--- src/rtl/uc_ctrl_if.sv ---
// Control bundle between microc and uc_ctrl: opcode/flag in, datapath controls out.
// With UC_PERF_CNT_EN defined the bundle also carries the 16-bit instr_count.
interface uc_ctrl_if;
  logic [5:0]  Opcode;
  logic        zero;
  logic        s_inc;
  logic        s_inm;
  logic        we;
  logic        wez;
  logic [2:0]  AluOP;
  logic        halted;
  logic        err;
`ifdef UC_PERF_CNT_EN
  logic [15:0] instr_count;
`endif

  modport master (
    output Opcode, zero,
    input  s_inc, s_inm, we, wez, AluOP, halted, err
`ifdef UC_PERF_CNT_EN
    , input instr_count
`endif
  );

  modport slave (
    input  Opcode, zero,
    output s_inc, s_inm, we, wez, AluOP, halted, err
`ifdef UC_PERF_CNT_EN
    , output instr_count
`endif
  );
endinterface

--- src/rtl/uc_ctrl.sv ---
// Microcontroller control unit: RUN/HALT/ERR FSM plus combinational instruction decode.
// Optional retire counter (instr_count) is built only when UC_PERF_CNT_EN is defined.
module uc_ctrl (
  input  logic       clk,
  input  logic       reset,
  uc_ctrl_if.slave   bus
);

  typedef enum logic [1:0] {
    ST_RUN  = 2'd0,
    ST_HALT = 2'd1,
    ST_ERR  = 2'd2
  } state_t;

  localparam logic [5:0] OP_LI   = 6'b100000;
  localparam logic [5:0] OP_J    = 6'b100100;
  localparam logic [5:0] OP_JZ   = 6'b101000;
  localparam logic [5:0] OP_JNZ  = 6'b101100;
  localparam logic [5:0] OP_HALT = 6'b111111;

  state_t state_r;
  logic   halted_r;
  logic   err_r;

  logic op_alu_s;
  logic op_li_s;
  logic op_j_s;
  logic op_jz_s;
  logic op_jnz_s;
  logic op_halt_s;
  logic op_illegal_s;

  // Opcode class decode, independent of state
  always_comb begin
    op_alu_s     = ~bus.Opcode[5];
    op_li_s      = (bus.Opcode == OP_LI);
    op_j_s       = (bus.Opcode == OP_J);
    op_jz_s      = (bus.Opcode == OP_JZ);
    op_jnz_s     = (bus.Opcode == OP_JNZ);
    op_halt_s    = (bus.Opcode == OP_HALT);
    op_illegal_s = ~(op_alu_s | op_li_s | op_j_s | op_jz_s | op_jnz_s | op_halt_s);
  end

  // FSM: HALT and ERR are sticky; halted/err are registered alongside the state
  always_ff @(posedge clk) begin
    if (reset) begin
      state_r  <= ST_RUN;
      halted_r <= 1'b0;
      err_r    <= 1'b0;
    end else begin
      case (state_r)
        ST_RUN: begin
          if (op_halt_s) begin
            state_r  <= ST_HALT;
            halted_r <= 1'b1;
            err_r    <= 1'b0;
          end else if (op_illegal_s) begin
            state_r  <= ST_ERR;
            halted_r <= 1'b1;
            err_r    <= 1'b1;
          end else begin
            state_r  <= ST_RUN;
            halted_r <= 1'b0;
            err_r    <= 1'b0;
          end
        end
        ST_HALT: begin
          state_r  <= ST_HALT;
          halted_r <= 1'b1;
          err_r    <= 1'b0;
        end
        ST_ERR: begin
          state_r  <= ST_ERR;
          halted_r <= 1'b1;
          err_r    <= 1'b1;
        end
        default: begin
          state_r  <= ST_ERR;
          halted_r <= 1'b1;
          err_r    <= 1'b1;
        end
      endcase
    end
  end

  logic       s_inc_s;
  logic       s_inm_s;
  logic       we_s;
  logic       wez_s;
  logic [2:0] alu_op_s;

  // Datapath controls: zero-latency from current state, Opcode and zero
  always_comb begin
    s_inc_s  = 1'b0;
    s_inm_s  = 1'b0;
    we_s     = 1'b0;
    wez_s    = 1'b0;
    alu_op_s = 3'b000;
    if (state_r == ST_RUN) begin
      if (op_alu_s) begin
        s_inc_s  = 1'b1;
        we_s     = 1'b1;
        wez_s    = 1'b1;
        alu_op_s = bus.Opcode[4:2];
      end else if (op_li_s) begin
        s_inc_s  = 1'b1;
        s_inm_s  = 1'b1;
        we_s     = 1'b1;
      end else if (op_jz_s) begin
        s_inc_s  = ~bus.zero;
      end else if (op_jnz_s) begin
        s_inc_s  = bus.zero;
      end else begin
        s_inc_s  = 1'b0;
      end
    end else begin
      s_inc_s  = 1'b0;
    end
  end

  // Reset suppresses architectural writes even though decode stays live
  assign bus.s_inc  = s_inc_s;
  assign bus.s_inm  = s_inm_s;
  assign bus.we     = we_s  & ~reset;
  assign bus.wez    = wez_s & ~reset;
  assign bus.AluOP  = alu_op_s;
  assign bus.halted = halted_r;
  assign bus.err    = err_r;

`ifdef UC_PERF_CNT_EN
  logic [15:0] instr_cnt_r;

  // Retire counter: every RUN cycle counts, including the HALT/illegal retire
  always_ff @(posedge clk) begin
    if (reset) begin
      instr_cnt_r <= 16'h0000;
    end else if (state_r == ST_RUN) begin
      instr_cnt_r <= instr_cnt_r + 16'h0001;
    end else begin
      instr_cnt_r <= instr_cnt_r;
    end
  end

  assign bus.instr_count = instr_cnt_r;
`endif

endmodule

--- src/flat_wrapper.sv ---
// flat-port wrapper written by rule: the top's interface ports become plain ports
module uc_ctrl_flat 
  (clk, reset, bus_Opcode, bus_zero, bus_s_inc, bus_s_inm, bus_we, bus_wez, bus_AluOP, bus_halted, bus_err);
  uc_ctrl_if bus_i ();
  input  logic clk;
  input  logic reset;
  input wire logic [$bits(bus_i.Opcode)-1:0] bus_Opcode;
  input wire logic [$bits(bus_i.zero)-1:0] bus_zero;
  output wire logic [$bits(bus_i.s_inc)-1:0] bus_s_inc;
  output wire logic [$bits(bus_i.s_inm)-1:0] bus_s_inm;
  output wire logic [$bits(bus_i.we)-1:0] bus_we;
  output wire logic [$bits(bus_i.wez)-1:0] bus_wez;
  output wire logic [$bits(bus_i.AluOP)-1:0] bus_AluOP;
  output wire logic [$bits(bus_i.halted)-1:0] bus_halted;
  output wire logic [$bits(bus_i.err)-1:0] bus_err;
  assign bus_i.Opcode = bus_Opcode;
  assign bus_i.zero = bus_zero;
  assign bus_s_inc = bus_i.s_inc;
  assign bus_s_inm = bus_i.s_inm;
  assign bus_we = bus_i.we;
  assign bus_wez = bus_i.wez;
  assign bus_AluOP = bus_i.AluOP;
  assign bus_halted = bus_i.halted;
  assign bus_err = bus_i.err;
  uc_ctrl u_core (.clk(clk), .reset(reset), .bus(bus_i));
endmodule
--- config.mk ---
export PLATFORM = sky130hd
export DESIGN_NAME = uc_ctrl_flat
export DESIGN_NICKNAME = d
export VERILOG_FILES = /design/src/rtl/uc_ctrl_if.sv /design/src/rtl/uc_ctrl.sv /design/src/flat_wrapper.sv
export SDC_FILE = /design/constraint.sdc
export NUM_CORES = 1
export LEC_CHECK = 0
export ABC_CLOCK_PERIOD_IN_PS = 1800
export CORE_AREA = 2 2 39 41
export CTS_BUF_LIST = sky130_fd_sc_hd__clkbuf_8
export CTS_CLUSTER_DIAMETER = 150
export DETAILED_ROUTE_END_ITERATION = 10
export DIE_AREA = 0 0 41 43
export PLACE_DENSITY = 0.46
export SKIP_LAST_GASP = 1
export SLEW_MARGIN = 0
export SYNTH_ARGS = -nofsm -noshare
export SYNTH_HDL_FRONTEND = slang
export SYNTH_SLANG_ARGS = --single-unit
--- constraint.sdc ---
create_clock -name clk -period 1.8 [get_ports clk]
set_input_delay 0.18 -clock clk [delete_from_list [all_inputs] [get_ports clk]]
set_output_delay 0.18 -clock clk [all_outputs]
set_load 0.02 [all_outputs]
==> impl_metrics.prom <==
# TYPE chip_impl_metric gauge
chip_impl_metric{name="1st_iter_drt_viols",unit=""} 3
chip_impl_metric{name="power_leakage",unit="uW"} 0.000240
chip_impl_metric{name="grt_max_degree",unit=""} 8
chip_impl_metric{name="critical_path.n_buffers_inverters",unit=""} 2
chip_impl_metric{name="timing.critical_path.required",unit="ns"} 1.62
chip_impl_metric{name="grt_pass1_vias",unit=""} 304
chip_impl_metric{name="holdBufCountCts",unit=""} 0
chip_impl_info{name="synthTopCellsByArea",value="sky130_fd_sc_hd__dfxtp_1 (27%), sky130_fd_sc_hd__a2111oi_4 (12%), sky130_fd_sc_hd__and2_1 (8.3%), sky130_fd_sc_hd__nand2_1 (6.6%), sky130_fd_sc_hd__nor2_1 (6.6%)"} 1
chip_impl_metric{name="worst_path_largest_cell_delay",unit="ns"} 0.42
chip_impl_metric{name="hold-path-cell-count",unit=""} 4
chip_impl_metric{name="number_of_diodes_added_for_antenna_fixing",unit=""} 0
chip_impl_metric{name="dr_total_vias",unit=""} 313
chip_impl_metric{name="multiInputGateArea",unit="sq um"} 168
chip_impl_metric{name="cts.reportedPaths.clkPinSlew",unit="ns"} 0.03
chip_impl_metric{name="worstPathArrival",unit="ns"} 1.55
chip_impl_info{name="r2r-end",value="u_core.state_r[1]$_SDFF_PP0_"} 1
chip_impl_metric{name="fraction_of_final_layout_cells_sized_beyond_drive_strength_1",unit=""} 0.356
chip_impl_info{name="crit-reg2reg-launch",value="u_core.state_r[0]$_SDFF_PP0_"} 1
chip_impl_metric{name="growth_of_design_area_from_synthesis_to_finish",unit="%"} 129
chip_impl_info{name="cts_tree",value="yes"} 1
chip_impl_metric{name="floorplan.die.width",unit="um"} 41
chip_impl_metric{name="fin_nets",unit=""} 69
chip_impl_metric{name="routedWlPerCell",unit="um"} 9.09
chip_impl_metric{name="fin_area",unit="sq um"} 519
chip_impl_info{name="worst_path_dominant_cell_family",value="buffers and inverters"} 1
chip_impl_metric{name="place_area",unit="sq um"} 492
chip_impl_metric{name="synth_warnings",unit=""} 0
chip_impl_metric{name="synthesis.instances",unit=""} 28
chip_impl_metric{name="netlist-cell-type-count",unit=""} 17
chip_impl_info{name="synthDominantAreaCellType",value="sky130_fd_sc_hd__dfxtp_1"} 1
chip_impl_metric{name="globalRoute.totalOverflow",unit=""} 0
chip_impl_metric{name="vdd_ir_drop_max",unit="uV"} 609
chip_impl_metric{name="yosysTopAreaCellShare",unit=""} 0.265
chip_impl_metric{name="rows",unit=""} 14
chip_impl_info{name="cp_slowest_cell",value="sky130_fd_sc_hd__clkdlybuf4s50_1"} 1
chip_impl_metric{name="synth_sequential_area_ratio",unit=""} 0.265
chip_impl_info{name="worstPathCellList",value="clkdlybuf4s50_1 -> or3_4 -> a2111oi_4 -> buf_4"} 1
chip_impl_metric{name="finalSetupViolCount",unit=""} 0
chip_impl_info{name="hold_start",value="bus_Opcode[4]"} 1
chip_impl_metric{name="ys_seq_elements",unit=""} 3
chip_impl_metric{name="cp.depth",unit=""} 4
chip_impl_metric{name="post-place-ws",unit="ns"} -0.733
chip_impl_info{name="final_common_cell",value="sky130_fd_sc_hd__buf_4"} 1
chip_impl_metric{name="io_buffers",unit=""} 17
chip_impl_metric{name="core_area",unit="sq mm"} 0.00138
chip_impl_info{name="cts_root_buffer",value="sky130_fd_sc_hd__clkbuf_8"} 1
chip_impl_metric{name="drt_pre_antenna_iters",unit=""} 2
chip_impl_metric{name="drtAntennaViolNets",unit=""} 0
chip_impl_metric{name="cts.sink_count",unit=""} 3
chip_impl_info{name="cp-start-kind",value="primary input"} 1
chip_impl_metric{name="boundary_pin_count",unit=""} 18
chip_impl_metric{name="clock_tree.htree_level_count",unit=""} 1
chip_impl_metric{name="drv_slew",unit=""} 0
chip_impl_metric{name="initial_antenna_violation_count",unit=""} 0
chip_impl_metric{name="sequential_cell_area",unit="sq um"} 60.1
chip_impl_info{name="critPathCaptureType",value="output port"} 1
chip_impl_metric{name="netlist_area",unit="sq um"} 226
chip_impl_metric{name="timing.clock.skew",unit="ns"} 0.00350
chip_impl_metric{name="wirelength",unit="um"} 682
chip_impl_metric{name="syn_nets",unit=""} 37
chip_impl_metric{name="grt_pass1_wl",unit="um"} 1230
chip_impl_metric{name="p_total",unit="uW"} 366
chip_impl_metric{name="globalplace.congestion",unit=""} 0.745
chip_impl_info{name="outcome",value="complete, no violations"} 1
chip_impl_metric{name="report.final.hold_viol_count",unit=""} 0
chip_impl_info{name="critical_path_class",value="in2out"} 1
chip_impl_metric{name="fillerInstances",unit=""} 155
chip_impl_metric{name="starting_density_of_the_core",unit=""} 0.164
chip_impl_metric{name="groute.usage.overall",unit=""} 0.103
chip_impl_metric{name="fp.dieArea",unit="sq mm"} 0.00176
chip_impl_metric{name="avgSynthCellArea",unit="sq um"} 8.09
chip_impl_metric{name="dp.cells",unit=""} 71
chip_impl_metric{name="r2r.worst_path.cells",unit=""} 3
chip_impl_metric{name="power_density",unit="mW/mm^2"} 706
chip_impl_info{name="most-common-layout-cells",value="sky130_fd_sc_hd__buf_4 (11), sky130_fd_sc_hd__clkdlybuf4s50_1 (7), sky130_fd_sc_hd__dlygate4sd2_1 (5), sky130_fd_sc_hd__nor2_1 (4), sky130_fd_sc_hd__nand2_1 (4)"} 1
chip_impl_metric{name="min_period",unit="ns"} 1.73
chip_impl_metric{name="fmax",unit="MHz"} 579
chip_impl_metric{name="final_critical_path_setup_slack",unit="ns"} 0.0716
chip_impl_metric{name="worstMarginPinSlew",unit="ns"} 0.277
chip_impl_info{name="setup_repair_after_global_routing_missed_its_margin",value="no"} 1
chip_impl_metric{name="reg2reg_setup_slack",unit="ns"} 0.63
chip_impl_metric{name="instances_no_fill",unit=""} 75
chip_impl_metric{name="cts_buffer_depth",unit=""} 2
chip_impl_metric{name="period_share",unit=""} 0.960
chip_impl_metric{name="crit_path_max_fanout",unit=""} 2
chip_impl_metric{name="dp_hpwl",unit="um"} 562
chip_impl_metric{name="drv_cap",unit=""} 0
chip_impl_metric{name="clk_latency",unit="ns"} 0.21
chip_impl_metric{name="worst_slew_slack_as_a_fraction_of_its_limit",unit=""} 0.815
chip_impl_metric{name="chipHeight",unit="um"} 43
chip_impl_info{name="hold_worst_path_end",value="u_core.bus.halted$_SDFF_PP0_"} 1
chip_impl_metric{name="drc_errors",unit=""} 0
chip_impl_info{name="hold_class",value="in2reg"} 1
chip_impl_metric{name="route.detailed.vias_per_inst",unit=""} 4.17
chip_impl_metric{name="cts-buffers-inserted",unit=""} 3
-- metal layers --
layer / vias up / wire, um / global-route usage / share of wire
li1: 165 / - / - / -
met1: 137 / 300 / 0.138 / 0.44
met2: 11 / 313 / 0.134 / 0.46
met3: 0 / 68 / 0.0733 / 0.10
met4: 0 / 0 / 0.0200 / 0
met5: - / 0 / 0 / 0
-- synth_stat cells --
library cell,number
sky130_fd_sc_hd__nor2_1,4
sky130_fd_sc_hd__o22ai_1,1
sky130_fd_sc_hd__a31o_1,1
sky130_fd_sc_hd__o21a_1,1
sky130_fd_sc_hd__dfxtp_1,3
sky130_fd_sc_hd__or3_1,1
sky130_fd_sc_hd__nand4_1,1
sky130_fd_sc_hd__nand2_1,4
sky130_fd_sc_hd__or4b_1,1
sky130_fd_sc_hd__xor2_1,1
sky130_fd_sc_hd__inv_1,1
sky130_fd_sc_hd__a2111oi_4,1
sky130_fd_sc_hd__and2_1,3
sky130_fd_sc_hd__or3_4,1
sky130_fd_sc_hd__nor3_1,2
sky130_fd_sc_hd__a21oi_1,1
sky130_fd_sc_hd__nor4_1,1
-- stage by stage --
step            util  TNS [ns]  hold slack (ns)
4_1_cts        0.383   -0.0887            0.531
2_1_floorplan      -         0            0.249
3_5_place_dp   0.355     -1.68            0.590
5_1_grt        0.375         0            0.408
3_3_place_gp   0.355     -1.81            0.575
6_report       0.375         0            0.393
-- state kept, by name (all words and copies together) (netlist names) --
register           count
u_core.state_r         2
u_core.bus.halted      1
-- worst reg2reg max path: cells and delay by family (launching register included) --
family | cells | cell delay, ns
AND/OR/NAND/NOR | 1 | 0.50
flip-flops | 1 | 0.30
buffers and inverters | 1 | 0.15
AO/OA/AOI/OAI | 1 | 0.14
-- where the power goes --
group | switching [uW] | internal [uW]
Sequential | 5.71 | 71.5
Combinational | 46.0 | 55.8
Clock | 42.4 | 145
Total | 94.2 | 272
-- cell families (layout without fill, tap and decap cells) --
kind of cell	Yosys count	after routing	synth area share
flip-flops	3	3	0.265
AND/OR/NAND/NOR	18	18	0.436
XOR/XNOR	1	1	0.0387
AO/OA/AOI/OAI	5	5	0.243
buffers and inverters	1	32	0.0166
-- how the worst max path moves through the flow --
stage                   to          start  slack, ns
finish              bus_we  bus_Opcode[3]       0.07
global route        bus_we  bus_Opcode[3]      0.009
CTS                 bus_we  bus_Opcode[4]      -0.09
detailed placement  bus_we  bus_Opcode[1]      -0.73
global placement    bus_we  bus_Opcode[1]      -0.73
floorplan           bus_we  bus_Opcode[1]       0.23
-- area by class of cell --
| type | count | area share |
|---|---|---|
| flip-flops and latches | 3 | 0.116 |
| clock inverters | 1 | 0.00723 |
| multi-input cells | 24 | 0.323 |
| inverters | 1 | 0.00723 |
| repair buffers | 27 | 0.429 |
| clock buffers | 3 | 0.0795 |
| well taps | 16 | 0.0386 |
-- timing repair --
action                     4_1_cts  5_1_grt
setup endpoints to repair        7        2
buffers inserted                 0        0
resized for setup               17        6
pin swaps                        3        3
Power figures use the tool's default switching activity.
